==> src/rtl/line_clear_ctrl.sv <==
// Line-clear sequencer: scans board rows bottom-up, drops full rows, compacts the rest downward
// and zero-fills the vacated top rows, using the shared board-RAM port only while granted.
module line_clear_ctrl #(
    parameter int unsigned W       = 10,
    parameter int unsigned AW      = 5,
    parameter int unsigned ROW_TOP = 3,
    parameter int unsigned ROW_BOT = 22
) (
    input  logic          clk,
    input  logic          reset,
    input  logic          start,
    output logic          bus_req,
    input  logic          bus_gnt,
    output logic          rd_en,
    output logic [AW-1:0] read_address,
    input  logic [W-1:0]  rd_data,
    output logic          we,
    output logic [AW-1:0] write_address,
    output logic [W-1:0]  bus_data_o,
    output logic          busy,
    output logic          done,
    output logic [AW-1:0] lines_cleared
);

    localparam logic [AW-1:0] RowTop   = AW'(ROW_TOP);
    localparam logic [AW-1:0] RowBot   = AW'(ROW_BOT);
    localparam logic [AW-1:0] RowTopM1 = AW'(ROW_TOP - 1);

    typedef enum logic [2:0] {StIdle, StReq, StRd, StCap, StEval, StFill, StDone} state_e;

    state_e        state_q, state_d;
    logic [AW-1:0] src_q, src_d;
    logic [AW-1:0] dst_q, dst_d;
    logic [W-1:0]  row_q, row_d;
    logic [AW-1:0] cnt_q, cnt_d;
    logic [AW-1:0] lines_q, lines_d;
    logic          advance;

    always_ff @(posedge clk or negedge reset) begin
        if (!reset) begin
            state_q <= StIdle;
            src_q   <= '0;
            dst_q   <= '0;
            row_q   <= '0;
            cnt_q   <= '0;
            lines_q <= '0;
        end else begin
            state_q <= state_d;
            src_q   <= src_d;
            dst_q   <= dst_d;
            row_q   <= row_d;
            cnt_q   <= cnt_d;
            lines_q <= lines_d;
        end
    end

    always_comb begin
        state_d       = state_q;
        src_d         = src_q;
        dst_d         = dst_q;
        row_d         = row_q;
        cnt_d         = cnt_q;
        lines_d       = lines_q;
        advance       = 1'b0;
        bus_req       = 1'b0;
        busy          = 1'b1;
        done          = 1'b0;
        rd_en         = 1'b0;
        read_address  = '0;
        we            = 1'b0;
        write_address = '0;
        bus_data_o    = '0;

        unique case (state_q)
            StIdle: begin
                busy = 1'b0;
                if (start) begin
                    src_d   = RowBot;
                    dst_d   = RowBot;
                    cnt_d   = '0;
                    lines_d = '0;
                    state_d = StReq;
                end
            end
            StReq: begin
                bus_req = 1'b1;
                if (bus_gnt) state_d = StRd;
            end
            StRd: begin
                bus_req = 1'b1;
                if (bus_gnt) begin
                    rd_en        = 1'b1;
                    read_address = src_q;
                    state_d      = StCap;
                end
            end
            StCap: begin
                // Read already issued; capture regardless of the current grant.
                bus_req = 1'b1;
                row_d   = rd_data;
                state_d = StEval;
            end
            StEval: begin
                bus_req = 1'b1;
                if (&row_q) begin
                    cnt_d   = cnt_q + AW'(1);
                    advance = 1'b1;
                end else if (src_q != dst_q) begin
                    if (bus_gnt) begin
                        we            = 1'b1;
                        write_address = dst_q;
                        bus_data_o    = row_q;
                        dst_d         = dst_q - AW'(1);
                        advance       = 1'b1;
                    end
                end else begin
                    // Row already in place: just move the destination along.
                    dst_d   = dst_q - AW'(1);
                    advance = 1'b1;
                end
                if (advance) begin
                    if (src_q == RowTop) begin
                        state_d = StFill;
                    end else begin
                        src_d   = src_q - AW'(1);
                        state_d = StRd;
                    end
                end
            end
            StFill: begin
                bus_req = 1'b1;
                if (dst_q == RowTopM1) begin
                    state_d = StDone;
                end else if (bus_gnt) begin
                    we            = 1'b1;
                    write_address = dst_q;
                    dst_d         = dst_q - AW'(1);
                end
            end
            StDone: begin
                done    = 1'b1;
                lines_d = cnt_q;
                state_d = StIdle;
            end
            default: state_d = StIdle;
        endcase
    end

    assign lines_cleared = lines_q;

endmodule

==> config.mk <==
export PLATFORM = sky130hd
export DESIGN_NAME = line_clear_ctrl
export DESIGN_NICKNAME = d
export VERILOG_FILES = /design/src/rtl/line_clear_ctrl.sv
export SDC_FILE = /design/constraint.sdc
export NUM_CORES = 1
export LEC_CHECK = 0
export ABC_AREA = 1
export BUFFER_PORTS_ARGS = -buffer_cell sky130_fd_sc_hd__buf_2
export CAP_MARGIN = 20
export CORE_ASPECT_RATIO = 0.7
export CORE_UTILIZATION = 35
export CTS_CLUSTER_SIZE = 24
export DETAILED_ROUTE_END_ITERATION = 6
export PLACE_DENSITY_LB_ADDON = 0.15
export SETUP_SLACK_MARGIN = 0.4
export SLEW_MARGIN = 20
export SYNTH_ARGS = -nofsm -noshare
export SYNTH_HDL_FRONTEND = slang
export SYNTH_SLANG_ARGS = --single-unit
==> constraint.sdc <==
create_clock -name clk -period 1.9 [get_ports clk]
set_input_delay 0.095 -clock clk [delete_from_list [all_inputs] [get_ports clk]]
set_output_delay 0.095 -clock clk [all_outputs]
set_load 0.01 [all_outputs]
==> metrics.md, run 1 <==
| Metric | Value |
|---|---|
| Core Util, Final | 50.8% |
| GP Congestion | 0.896 |
| Dominant synthesized flop cell | dfrtp_1 |
| Fin crit share | 95.9% |
| Clk sinks | 33 |
| Number of nets still failing antenna checks after routing | 0 |
| Via density | 4.92 |
| Drt total wl | 6560 um |
| Slew Viols, Final | 0 |
| Setup WS pre-CTS | 172 ps |
| Dominant cell type by area after synthesis | dfrtp_1 |
| Worst Path Required | 2090 ps |
| Area Overhead vs Synth | 40.3% |
| Startpoint types | flip-flop |
| PnR worst setup slack | 77.8 ps |
| DRC | 2 |
| Worst-path clk slew | 80 ps |
| Crit end category | flip-flop |
| Hold WC Path Type | in2reg |
| GRT Total Usage | 19.9% |
| Initial antenna violation count | 0 |
| Global route overflow | 0 |
| FFs w/ async S/R, synth | 100% |
| Post-route cell area | 3170 um2 |
| HPWL Detailed | 4260 um |
| Critical setup path kind | reg2reg |
| Pwr dens | 1510 nW/um2 |
| DIE AREA | 6790 um2 |
| Area of the core | 6250 um2 |
| Setup TNS | 0 ps |
| Avg WL per Cell | 13.6 um |
| CP max stage delay | 410 ps |
| Worst Hold Path EP | row_q[4]$_DFFE_PN0N_ |
| CTS Buffer Depth | 2 |
| Die height | 69.3 um |
| Final setup fails | 0 |
| Post-DP Area | 2560 um2 |
| Final Hold Viols | 0 |
| Layout Nets | 422 |
| Fill count | 616 |
| Pin count of the biggest net entering global routing | 34 |
| Buf+Inv Stages, Crit Path | 6 |
| IO Pins | 44 |
| DRT Pass-1 Iters | 7 |
| DIE WIDTH | 98.1 um |
| EDFF count, synth | 0 |
| Clock Skew | 4.01 ps |
| Vias | 2,366 |
| Port buffer count | 43 |
| Worst reg2reg endpoint | state_q[0]$_DFFE_PN0P_ |
| VDD IR max | 0.446 mV |
| Root buf cell | clkbuf_8 |
| Post-Syn Nets | 341 |
| Clock latency on the worst-skew pair | 300 ps |
| Min Clock Period, post-route | 1820 ps |
| Mean Syn Cell Area | 7.05 um2 |
| Actual slew at the worst max-slew pin | 801 ps |
| Post-Synthesis Cells | 321 |
| Seq cells post-synth | 33 |
| Netlist Area Pre-Place | 2260 um2 |
| RSZ-0062 raised after global routing | yes |
| Largest cells by area after synthesis | dfrtp_1 37%, nand2_1 12%, nor2_1 8.8%, inv_1 7.6%, nand3_1 5.5% |
| CTS tree | done |
| R2R setup slack | 80 ps |
| Yosys cell types | 32 |
| Vias in the first global route | 2,186 |
| Global-route wire length before repair | 10,400 um |
| Max Cap Violations | 0 |
| TritonCTS Buffers | 5 |
| Delay-heaviest family, CP | buffers and inverters |
| Reg2reg path depth | 13 |
| Reg-to-Reg Start | dst_q[0]$_DFFE_PN0P_ |
| DR iter-0 viols | 159 |
| Most common cell in the netlist | nand2_1 |
| ANT cells | 0 |
| Run status | finished with violations |
| Ys Warns | 0 |
| Most used cell, CP | buf_6 |
| Commonest cells post-synth | 70 x nand2_1, 53 x nor2_1, 46 x inv_1, 33 x dfrtp_1, 25 x nand3_1 |
| Failing checks | DRC |
| Rows | 24 |
| WHS Path Cells | 3 |
| CP cell instances | buf_6 -> nand2_2 -> inv_2 -> nor2_4 -> nor2_4 -> nand3_4 -> buf_4 -> buf_6 -> buf_6 -> nand4_4 -> buf_4 -> nand4_1 -> nand2_1 |
| Crit path arrival time | 2010 ps |
| Max Fclk | 0.549 GHz |
| Leakage Power | 1.68 nW |
| Max_slew headroom | 46.6% |
| Slowest stage cell, crit path | dfrtp_1 |
| Starting Density | 36.2% |
| Clock H-tree levels | 2 |
| Layout cells sized above 1 | 38.7% |
| Seq/Total Area, Yosys | 36.5% |
| Top cell type's share of synthesized area | 36.5% |
| Crit-path max FO | 6 |
| Hold Path Origin | rd_data[4] |
## placed cells by master, fill, tap and decap left out, types with 2 or more instances in the layout
| cell type | n |
|---|---|
| xnor2_1 | 2 |
| o21ai_0 | 8 |
| inv_1 | 34 |
| nand3_1 | 23 |
| nand2_1 | 63 |
| a21oi_2 | 2 |
| nor2_1 | 44 |
| nand3_4 | 4 |
| a21oi_1 | 15 |
| clkbuf_8 | 6 |
| buf_4 | 23 |
| buf_2 | 42 |
| nand2_4 | 4 |
| o21ai_1 | 5 |
| buf_6 | 12 |
| ha_1 | 5 |
| inv_2 | 18 |
| nand2_2 | 10 |
| nor2_4 | 7 |
| nand3_2 | 2 |
| nor2_2 | 5 |
| nor3_4 | 2 |
| dfrtp_2 | 5 |
| xor2_1 | 2 |
| nand4_4 | 3 |
| dfrtp_1 | 28 |
| nand4_1 | 12 |
| and2_1 | 2 |
## logic make-up after synthesis
kind of cell / synth area share (%)
buf+inv: 10.8
fa+ha+maj: 3.32
flops: 36.5
compound gates: 7.36
simple gates: 40.0
xor+xnor: 1.94
## metrics by stage
stage	power [mW]	hold WS [ps]	std cells
2_1_floorplan	2.66	-201	321
3_3_place_gp	3.16	235	440
6_report	4.79	39.7	481
4_1_cts	4.46	30.2	471
3_5_place_dp	3.16	235	440
5_1_grt	5.17	53.0	481
## worst max-delay path by stage
stage,startpoint,end,slack (ps),cells past startpoint
after floorplan,dst_q[0]$_DFFE_PN0P_,dst_q[2]$_DFFE_PN0P_,460,12
after global placement,state_q[1]$_DFFE_PN0P_,dst_q[4]$_DFFE_PN0P_,170,8
after detailed placement,state_q[1]$_DFFE_PN0P_,cnt_q[3]$_DFFE_PN0P_,170,8
after CTS,dst_q[0]$_DFFE_PN0P_,write_address[1],100,11
after global routing,dst_q[0]$_DFFE_PN0P_,src_q[3]$_DFFE_PN0P_,1,12
final,dst_q[0]$_DFFE_PN0P_,state_q[0]$_DFFE_PN0P_,80,13
## layer usage
| metal | wire (um) | global-route usage (%) | up-vias |
|---|---|---|---|
| met5 | 0 | 0 | - |
| met4 | 192 | 9.76 | 0 |
| met3 | 443 | 5.24 | 15 |
| met2 | 2820 | 29.7 | 79 |
| met1 | 3100 | 26.8 | 1091 |
| li1 | - | - | 1181 |
## state kept, by name (all words and copies together) (netlist names)
name           count
src_q              5
dst_q              5
row_q             10
cnt_q              5
state_q            3
lines_cleared      5
## worst reg2reg max path: stages, from the launching register on
cell and delay (ps):
dfrtp_1 410, buf_6 120, nand2_2 60, inv_2 40, nor2_4 120, nor2_4 60, nand3_4 90, buf_4 120
buf_6 90, buf_6 140, nand4_4 150, buf_4 200, nand4_1 60, nand2_1 60
## what timing repair did
item / 4_1_cts / 5_1_grt
hold endpoints to repair: 33 / 0
pin swaps: 9 / 5
setup buffers: 21 / 10
hold buffers: 1 / 0
endpoints found under the setup margin: 40 / 42
resized for setup: 50 / 29
cloned: 1 / 0
## final cells by class
class / instances / area [um2] / area share [%]
Multi-Input combinational cell: 229 / 1380 / 43.6
Sequential cell: 33 / 832 / 26.2
Timing Repair Buffer: 78 / 528 / 16.6
Inverter: 55 / 214 / 6.74
Tap cell: 78 / 97.6 / 3.07
Clock buffer: 6 / 82.6 / 2.60
Clock inverter: 2 / 37.5 / 1.18
## report_power, final
group	switching, mW	leakage, nW	internal [mW]	total (mW)
combinational	1.70	1.23	1.19	2.89
sequential	0.229	0.395	0.946	1.17
clock	0.297	0.0574	0.427	0.724
total	2.23	1.68	2.57	4.79
No activity file was read; power rests on OpenSTA's default activity.
==> run 2: changes to the inputs <==
--- a/config.mk
+++ b/config.mk
@@ -9,7 +9,7 @@
 export BUFFER_PORTS_ARGS = -buffer_cell sky130_fd_sc_hd__buf_2
 export CAP_MARGIN = 20
 export CORE_ASPECT_RATIO = 0.7
-export CORE_UTILIZATION = 35
+export CORE_UTILIZATION = 50
 export CTS_CLUSTER_SIZE = 24
 export DETAILED_ROUTE_END_ITERATION = 6
 export PLACE_DENSITY_LB_ADDON = 0.15
==> constraint.sdc (replaced) <==
create_clock -name clk -period 1.75 [get_ports clk]
set_input_delay 0.175 -clock clk [delete_from_list [all_inputs] [get_ports clk]]
set_output_delay 0.175 -clock clk [all_outputs]
set_load 0.01 [all_outputs]
==> run 2 against run 1 <==
- the flow finishes with violations (setup timing)
- first-iteration DRC count up 8.8%
- hold slack better by 92 ps
- non-clock buffer count up 17
- clock skew up 3.0 ps
- global-route usage up 8.1 points
- sequential share of layout area down 1.0 points
- worst setup slack worse by 160 ps
- cell area up 4.3%
- critical path depth down 6
==> metrics.md, run 2 (synthesis gave the netlist of run 1 again) <==
| Metric | Value |
|---|---|
| Vias | 2,433 (was 2,366) |
| Failing checks | setup timing (was DRC) |
| Area of the core | 4330 um2 (was 6250 um2) |
| GRT met2 Usage | 42.6% (was 29.7%) |
| Reg2reg path depth | 12 (was 13) |
| Met1 GRT Util | 41.2% (was 26.8%) |
| Fin crit share | 105% |
| Setup WS pre-CTS | -4.45 ps (was 172 ps) |
| Run status | finished with violations (unchanged) |
| Initial antenna violation count | 0 (unchanged) |
| Via density | 5.13 (was 4.92) |
| Clock latency on the worst-skew pair | 290 ps (was 300 ps) |
| Vias in the first global route | 2,089 (was 2,186) |
| Max_slew headroom | 49.9% (was 46.6%) |
| Delay-heaviest family, CP | flip-flops (was buffers and inverters) |
| Global-route wire length before repair | 10,000 um (was 10,400 um) |
| Crit path arrival time | 1660 ps (was 2010 ps) |
| Avg WL per Cell | 13.9 um (was 13.6 um) |
| GRT Total Usage | 28.1% (was 19.9%) |
| Commonest non-fill, non-tap cell in the layout | nand2_1 (unchanged) |
| Starting Density | 52.3% (was 36.2%) |
| GP Congestion | 0.896 (about the same) |
| Setup TNS | -644 ps (was 0 ps) |
| Slew Viols, Final | 0 (unchanged) |
| Startpoint types | flip-flop (unchanged) |
| ANT cells | 0 (unchanged) |
| Clock H-tree levels | 2 (unchanged) |
| Port buffer count | 43 (unchanged) |
| Reg-to-Reg Start | state_q[1]$_DFFE_PN0P_ (was dst_q[0]$_DFFE_PN0P_) |
| HPWL Detailed | 4070 um (was 4260 um) |
| Layout Cells excl Fill | 474 (was 481) |
| IO Pins | 44 (unchanged) |
| DRT Pass-1 Iters | 4 (was 7) |
| Layout cells sized above 1 | 43.9% (was 38.7%) |
| VDD IR max | 0.946 mV (was 0.446 mV) |
| R2R setup slack | -30 ps (was 80 ps) |
| Most used cell, CP | inv_1 (was buf_6) |
| Critical Path End | read_address[4] (was state_q[0]$_DFFE_PN0P_) |
| Global route overflow | 0 (unchanged) |
| Worst setup path start | state_q[1]$_DFFE_PN0P_ (was dst_q[0]$_DFFE_PN0P_) |
| Critical setup path kind | reg2out (was reg2reg) |
| Area Overhead vs Synth | 46.4% (was 40.3%) |
| Crit-path max FO | 6 (unchanged) |
| Min Clock Period, post-route | 1830 ps |
| Met3 global-route usage | 5.04% (was 5.24%) |
| Clock Skew | 7.02 ps (was 4.01 ps) |
| DRC | 0 (was 2) |
| CP Depth | 7 (was 13) |
| Pwr dens | 1670 nW/um2 (was 1510 nW/um2) |
| Max reg flops | 10 (unchanged) |
| DIE WIDTH | 82.4 um (was 98.1 um) |
| CP cell instances | inv_1 -> nor3_2 -> inv_1 -> nor2_2 -> inv_2 -> nor2_1 -> buf_2 (was buf_6 -> nand2_2 -> inv_2 -> nor2_4 -> nor2_4 -> nand3_4 -> buf_4 -> buf_6 -> buf_6 -> nand4_4 -> buf_4 -> nand4_1 -> nand2_1) |
| Top reg by flops | row_q (unchanged) |
| CTS tree | done (unchanged) |
| Actual slew at the worst max-slew pin | 751 ps (was 801 ps) |
| Pin count of the biggest net entering global routing | 34 (unchanged) |
| Commonest non-fill, non-tap cells in the layout | 61 x nand2_1, 41 x buf_4, 39 x nor2_1, 39 x buf_2, 34 x inv_1 (was 63 x nand2_1, 44 x nor2_1, 42 x buf_2) |
| Leakage Power | 1.78 nW (was 1.68 nW) |
| Max Cap Violations | 0 (unchanged) |
| CP max stage delay | 480 ps (was 410 ps) |
| Buf+Inv Stages, Crit Path | 4 (was 6) |
| Slowest stage cell, crit path | dfrtp_2 (was dfrtp_1) |
| Final Hold Viols | 0 (unchanged) |
| Root buf cell | clkbuf_8 (unchanged) |
| Final setup fails | 21 (was 0) |
| DIE AREA | 4800 um2 (was 6790 um2) |
| DP Cell Count | 425 (was 440) |
| Crit end category | output pin (was flip-flop) |
| RSZ-0062 raised after global routing | yes (unchanged) |
| Rows | 20 (was 24) |
| Worst Path Required | 1570 ps (was 2090 ps) |
| CTS Buffer Depth | 2 (unchanged) |
| Clk sinks | 33 (unchanged) |
| DR iter-0 viols | 173 (was 159) |
| Core Util, Final | 76.5% (was 50.8%) |
| Hold WC Path Type | in2reg (unchanged) |
| Most Used Layer, Global Route | met2 (unchanged) |
| Max Fclk | 0.545 GHz |
| TritonCTS Buffers | 5 (unchanged) |
| Drt total wl | 6580 um (was 6560 um) |
| Worst reg2reg endpoint | state_q[1]$_DFFE_PN0P_ (was state_q[0]$_DFFE_PN0P_) |
| Die height | 58.3 um (was 69.3 um) |
| Worst-path clk slew | 70 ps (was 80 ps) |
| PnR worst setup slack | -84.9 ps (was 77.8 ps) |
| Number of nets still failing antenna checks after routing | 0 (unchanged) |
| Layout Nets | 438 (was 422) |
==> run 2: cell count changes in the layout (fill, tap and decap cells not counted), sizes merged <==
cell / delta
inv: -1
clkinv: +1
nand4: -1
buf: +17
==> run 2: worst min path at each step <==
stage	start	endpoint	slack (ps)	cells after the start
floorplan	reset	cnt_q[0]$_DFFE_PN0P_	-120	0
global placement	reset	dst_q[2]$_DFFE_PN0P_	280	1
detailed placement	reset	dst_q[2]$_DFFE_PN0P_	280	1
CTS	rd_data[1]	row_q[1]$_DFFE_PN0N_	130	3
global route	rd_data[6]	row_q[6]$_DFFE_PN0N_	130	3
finish	rd_data[8]	row_q[8]$_DFFE_PN0N_	130	3
==> run 2: through the flow <==
| stage | hold WS [ps] | area (um2) | total power [mW] |
|---|---|---|---|
| floorplan | -121 | 2290 | 2.94 |
| global placement | 284 | 2620 | 3.50 |
| detailed placement | 284 | 2620 | 3.54 |
| CTS | 131 | 3140 | 5.02 |
| global route | 134 | 3310 | 5.90 |
| finish | 132 | 3310 | 5.52 |
==> run 2: timing repair <==
action | CTS | global route
setup endpoints to repair | 43 | 48
pin swaps | 12 | 15
gates resized for setup | 46 | 32
hold buffers | 1 | 0
gates cloned | 0 | 0
endpoints found under the hold margin | 33 | 0
setup buffers | 30 | 10
==> run 2: per-layer routing <==
layer | vias up | routed length [um]
met2 | 88 | 3060
met4 | 0 | 133
met5 | - | 0
met1 | 1117 | 2940
met3 | 18 | 447
li1 | 1210 | -
==> run 2: layout make-up <==
cell class / instances / area (um2)
inverters: 55 / 214
clock inverters: 2 / 37.5
multi-input cells: 228 / 1400
well taps: 55 / 68.8
repair buffers: 95 / 671
clock buffers: 6 / 82.6
fillers: 312 / 1020
flip-flops and latches: 33 / 835
==> run 2: worst min-delay path: cells and delay by family <==
family | cells | cell delay (ps)
buffers and inverters | 1 | 70
AOI/OAI and AO/OA | 1 | 100
and+or+nand+nor | 1 | 30
==> run 2: report_power, final <==
group / internal, mW / switching, mW / leakage (nW)
registers: 1.03 / 0.266 / 0.395
clock network: 0.463 / 0.304 / 0.0574
logic: 1.51 / 1.95 / 1.33
==> run 3: changes to the inputs <==
--- a/config.mk
+++ b/config.mk
@@ -5,7 +5,6 @@
 export SDC_FILE = /design/constraint.sdc
 export NUM_CORES = 1
 export LEC_CHECK = 0
-export ABC_AREA = 1
 export BUFFER_PORTS_ARGS = -buffer_cell sky130_fd_sc_hd__buf_2
 export CAP_MARGIN = 20
 export CORE_ASPECT_RATIO = 0.7
==> run 3 against run 2 <==
- the flow still finishes with violations (setup timing)
- hold slack got worse by 24 ps
- cell area rose by 3.1%
- synthesized cell count is 32% lower
- maximum frequency fell by 15%
- critical path type unchanged
- largest cell class unchanged
==> metrics.md, run 3 <==
| Metric | Value |
|---|---|
| Run status | finished with violations (unchanged) |
| Failing checks | setup timing (unchanged) |
| DR iter-0 viols | 248 (was 173) |
| Post-Synthesis Cells | 219 (was 321) |
| FFs w/ async S/R, synth | 100% (unchanged) |
| Max Cap Violations | 0 (unchanged) |
| RSZ-0062 raised after global routing | yes (unchanged) |
| Mean Syn Cell Area | 9.44 um2 (was 7.05 um2) |
| DP Cell Count | 331 (was 425) |
| Commonest non-fill, non-tap cell in the layout | buf_4 (was nand2_1) |
| Multi-input logic area | 1510 um2 (was 1400 um2) |
| GP Congestion | 0.844 (was 0.896) |
| Global route overflow | 0 (unchanged) |
| Via density | 6.22 (was 5.13) |
| HPWL Detailed | 3670 um (was 4070 um) |
| Avg WL per Cell | 20.8 um (was 13.9 um) |
| Layout cells sized above 1 | 59.1% (was 43.9%) |
| Top reg by flops | row_q (unchanged) |
| Pin count of the biggest net entering global routing | 34 (unchanged) |
| GRT Total Usage | 33.3% (was 28.1%) |
| Post-DP Area | 2630 um2 (was 2620 um2) |
| Crit end category | output pin (unchanged) |
| Clock H-tree levels | 2 (unchanged) |
| Seq cells post-synth | 33 (unchanged) |
| Starting Density | 52.4% (was 52.3%) |
| Ys Warns | 0 (unchanged) |
| VDD IR max | 1.10 mV (was 0.946 mV) |
| Clk sinks | 33 (unchanged) |
| Layout Cells excl Fill | 375 (was 474) |
| Pwr dens | 1430 nW/um2 (was 1670 nW/um2) |
| Rows | 19 (was 20) |
| Slew Viols, Final | 0 (unchanged) |
| Global-route wire length before repair | 10,900 um (was 10,000 um) |
| Post-route cell area | 3410 um2 (was 3310 um2) |
| Area of the core | 3950 um2 (was 4330 um2) |
| Hold WC Path Type | in2reg (unchanged) |
| DRC | 0 (unchanged) |
| Top cell type's share of synthesized area | 40.0% (was 36.5%) |
| Number of nets still failing antenna checks after routing | 0 (unchanged) |
| Reg area | 830 um2 (was 835 um2) |
| Most common cell in the netlist | dfrtp_1 (was nand2_1) |
| Max reg flops | 10 (unchanged) |
| Layout Nets | 342 (was 438) |
| Worst Path Required | 1570 ps (about the same) |
| DIE WIDTH | 78.9 um (was 82.4 um) |
| Clock Skew | 6.74 ps (was 7.02 ps) |
| DIE AREA | 4400 um2 (was 4800 um2) |
| Commonest cells post-synth | 33 x dfrtp_1, 26 x nand2_1, 13 x nor2_1 (was 70 x nand2_1, 53 x nor2_1, 46 x inv_1, 33 x dfrtp_1, 25 x nand3_1) |
| Initial antenna violation count | 0 (unchanged) |
| Root buf cell | clkbuf_8 (unchanged) |
| Leakage Power | 1.68 nW (was 1.78 nW) |
| Dominant synthesized flop cell | dfrtp_1 (unchanged) |
| Crit path arrival time | 1980 ps (was 1660 ps) |
| Area Overhead vs Synth | 65.1% (was 46.4%) |
| Startpoint types | flip-flop (unchanged) |
| IO Pins | 44 (unchanged) |
| Post-Syn Nets | 239 (was 341) |
| Clock latency on the worst-skew pair | 300 ps (was 290 ps) |
| Critical setup path kind | reg2out (unchanged) |
| Actual slew at the worst max-slew pin | 750 ps (was 751 ps) |
| Largest cells by area after synthesis | dfrtp_1 40%, mux2_2 5.4%, nand2_1 4.7%, xor2_1 3.8%, ha_1 3.6% (was dfrtp_1 37%, nand2_1 12%, nor2_1 8.8%, inv_1 7.6%, nand3_1 5.5%) |
| PnR worst setup slack | -408 ps (was -84.9 ps) |
| Core Util, Final | 86.5% (was 76.5%) |
| Dominant cell type by area after synthesis | dfrtp_1 (unchanged) |
| Setup TNS | -9070 ps (was -644 ps) |
| Yosys cell types | 50 (was 32) |
| Vias in the first global route | 2,172 (was 2,089) |
| Final Hold Viols | 0 (unchanged) |
| ANT cells | 0 (unchanged) |
| Commonest non-fill, non-tap cells in the layout | 45 x buf_4, 35 x buf_2, 30 x dfrtp_1 (was 61 x nand2_1, 41 x buf_4, 39 x nor2_1, 39 x buf_2, 34 x inv_1) |
| Min Clock Period, post-route | 2160 ps (was 1830 ps) |
| Fill count | 200 (was 312) |
| Die height | 55.8 um (was 58.3 um) |
| CTS Buffer Depth | 2 (unchanged) |
| Max Fclk | 0.463 GHz (was 0.545 GHz) |
| R2R setup slack | -290 ps (was -30 ps) |
| EDFF count, synth | 0 (unchanged) |
| CTS tree | done (unchanged) |
| Netlist Area Pre-Place | 2070 um2 (was 2260 um2) |
| Fin crit share | 123% (was 105%) |
| Max_slew headroom | 50.0% (was 49.9%) |
| Port buffer count | 43 (unchanged) |
| Worst-path clk slew | 70 ps (about the same) |
| Final setup fails | 53 (was 21) |
| DRT Pass-1 Iters | 5 (was 4) |
| Vias | 2,333 (was 2,433) |
| Seq/Total Area, Yosys | 40.0% (was 36.5%) |
| Crit-path max FO | 4 (was 6) |
| Drt total wl | 7810 um (was 6580 um) |
| TritonCTS Buffers | 5 (unchanged) |
run 3: critical path: stages (launching register included):
cell	delay, ps
dfrtp_1	410
or3b_4	440
a211oi_4	270
o211a_1	280
and2_4	180
buf_6	90
run 3: final timing paths:
path                                                   start                      endpoint  depth (start not counted)
worst max-delay path                  state_q[0]$_DFFE_PN0P_              write_address[1]                          5
worst min-delay path                              rd_data[1]          row_q[1]$_DFFE_PN0N_                          2
worst max register to register          dst_q[1]$_DFFE_PN0P_          src_q[1]$_DFFE_PN0P_                          7
worst min register to register  lines_cleared[1]$_DFFE_PN0P_  lines_cleared[1]$_DFFE_PN0P_                          2
max in group asynchronous                              reset          dst_q[4]$_DFFE_PN0P_                          2
min in group asynchronous                              reset          src_q[0]$_DFFE_PN0P_                          2
run 3: layout make-up:
class | instances | area share (%)
multi-input cells | 167 | 44.2
repair buffers | 110 | 25.5
flip-flops and latches | 33 | 24.3
clock buffers | 6 | 2.42
well taps | 52 | 1.91
clock inverters | 2 | 1.10
inverters | 5 | 0.550
run 3: cells by family (layout without fill, tap and decap cells):
family                     Yosys count  after routing  synth area share (%)
adders and majority gates            6              6                  3.63
xor gates and xnor gates            10             10                  4.24
and+or+nand+nor                    101            101                  27.7
buffers and inverters               19            123                  3.75
DFF                                 33             33                  40.0
muxes                               13             13                  6.90
AOI/OAI and AO/OA                   37             37                  13.9
run 3: metal layers:
metal  vias to the layer above  GRT usage [%]  wire (um)
met2                       154           51.6       3840
met4                         0           13.8        298
li1                        984              -          -
met1                      1161           44.7       3110
met5                         -              0          0
met3                        34           8.20        565
run 3: power breakdown:
group / switching (mW) / internal (mW) / leakage [nW] / total, mW
clock network: 0.312 / 0.463 / 0.0574 / 0.775
registers: 0.197 / 0.964 / 0.403 / 1.16
logic: 1.46 / 1.49 / 1.22 / 2.95
run 3: stage by stage:
stage / power, mW / hold slack (ps) / worst slack, ps
after detailed placement: 2.91 / 284 / -124
final: 4.89 / 108 / -408
after global routing: 5.08 / 109 / -456
after floorplan: 2.35 / -121 / 47.2
after global placement: 2.87 / 283 / -43.0
after CTS: 4.52 / 108 / -271
run 3: what timing repair did:
action / CTS / global route
gates resized for setup: 76 / 15
endpoints found under the setup margin: 58 / 58
hold endpoints to repair: 33 / 0
setup buffers: 27 / 8
pin swaps: 27 / 14
hold buffers: 1 / 0
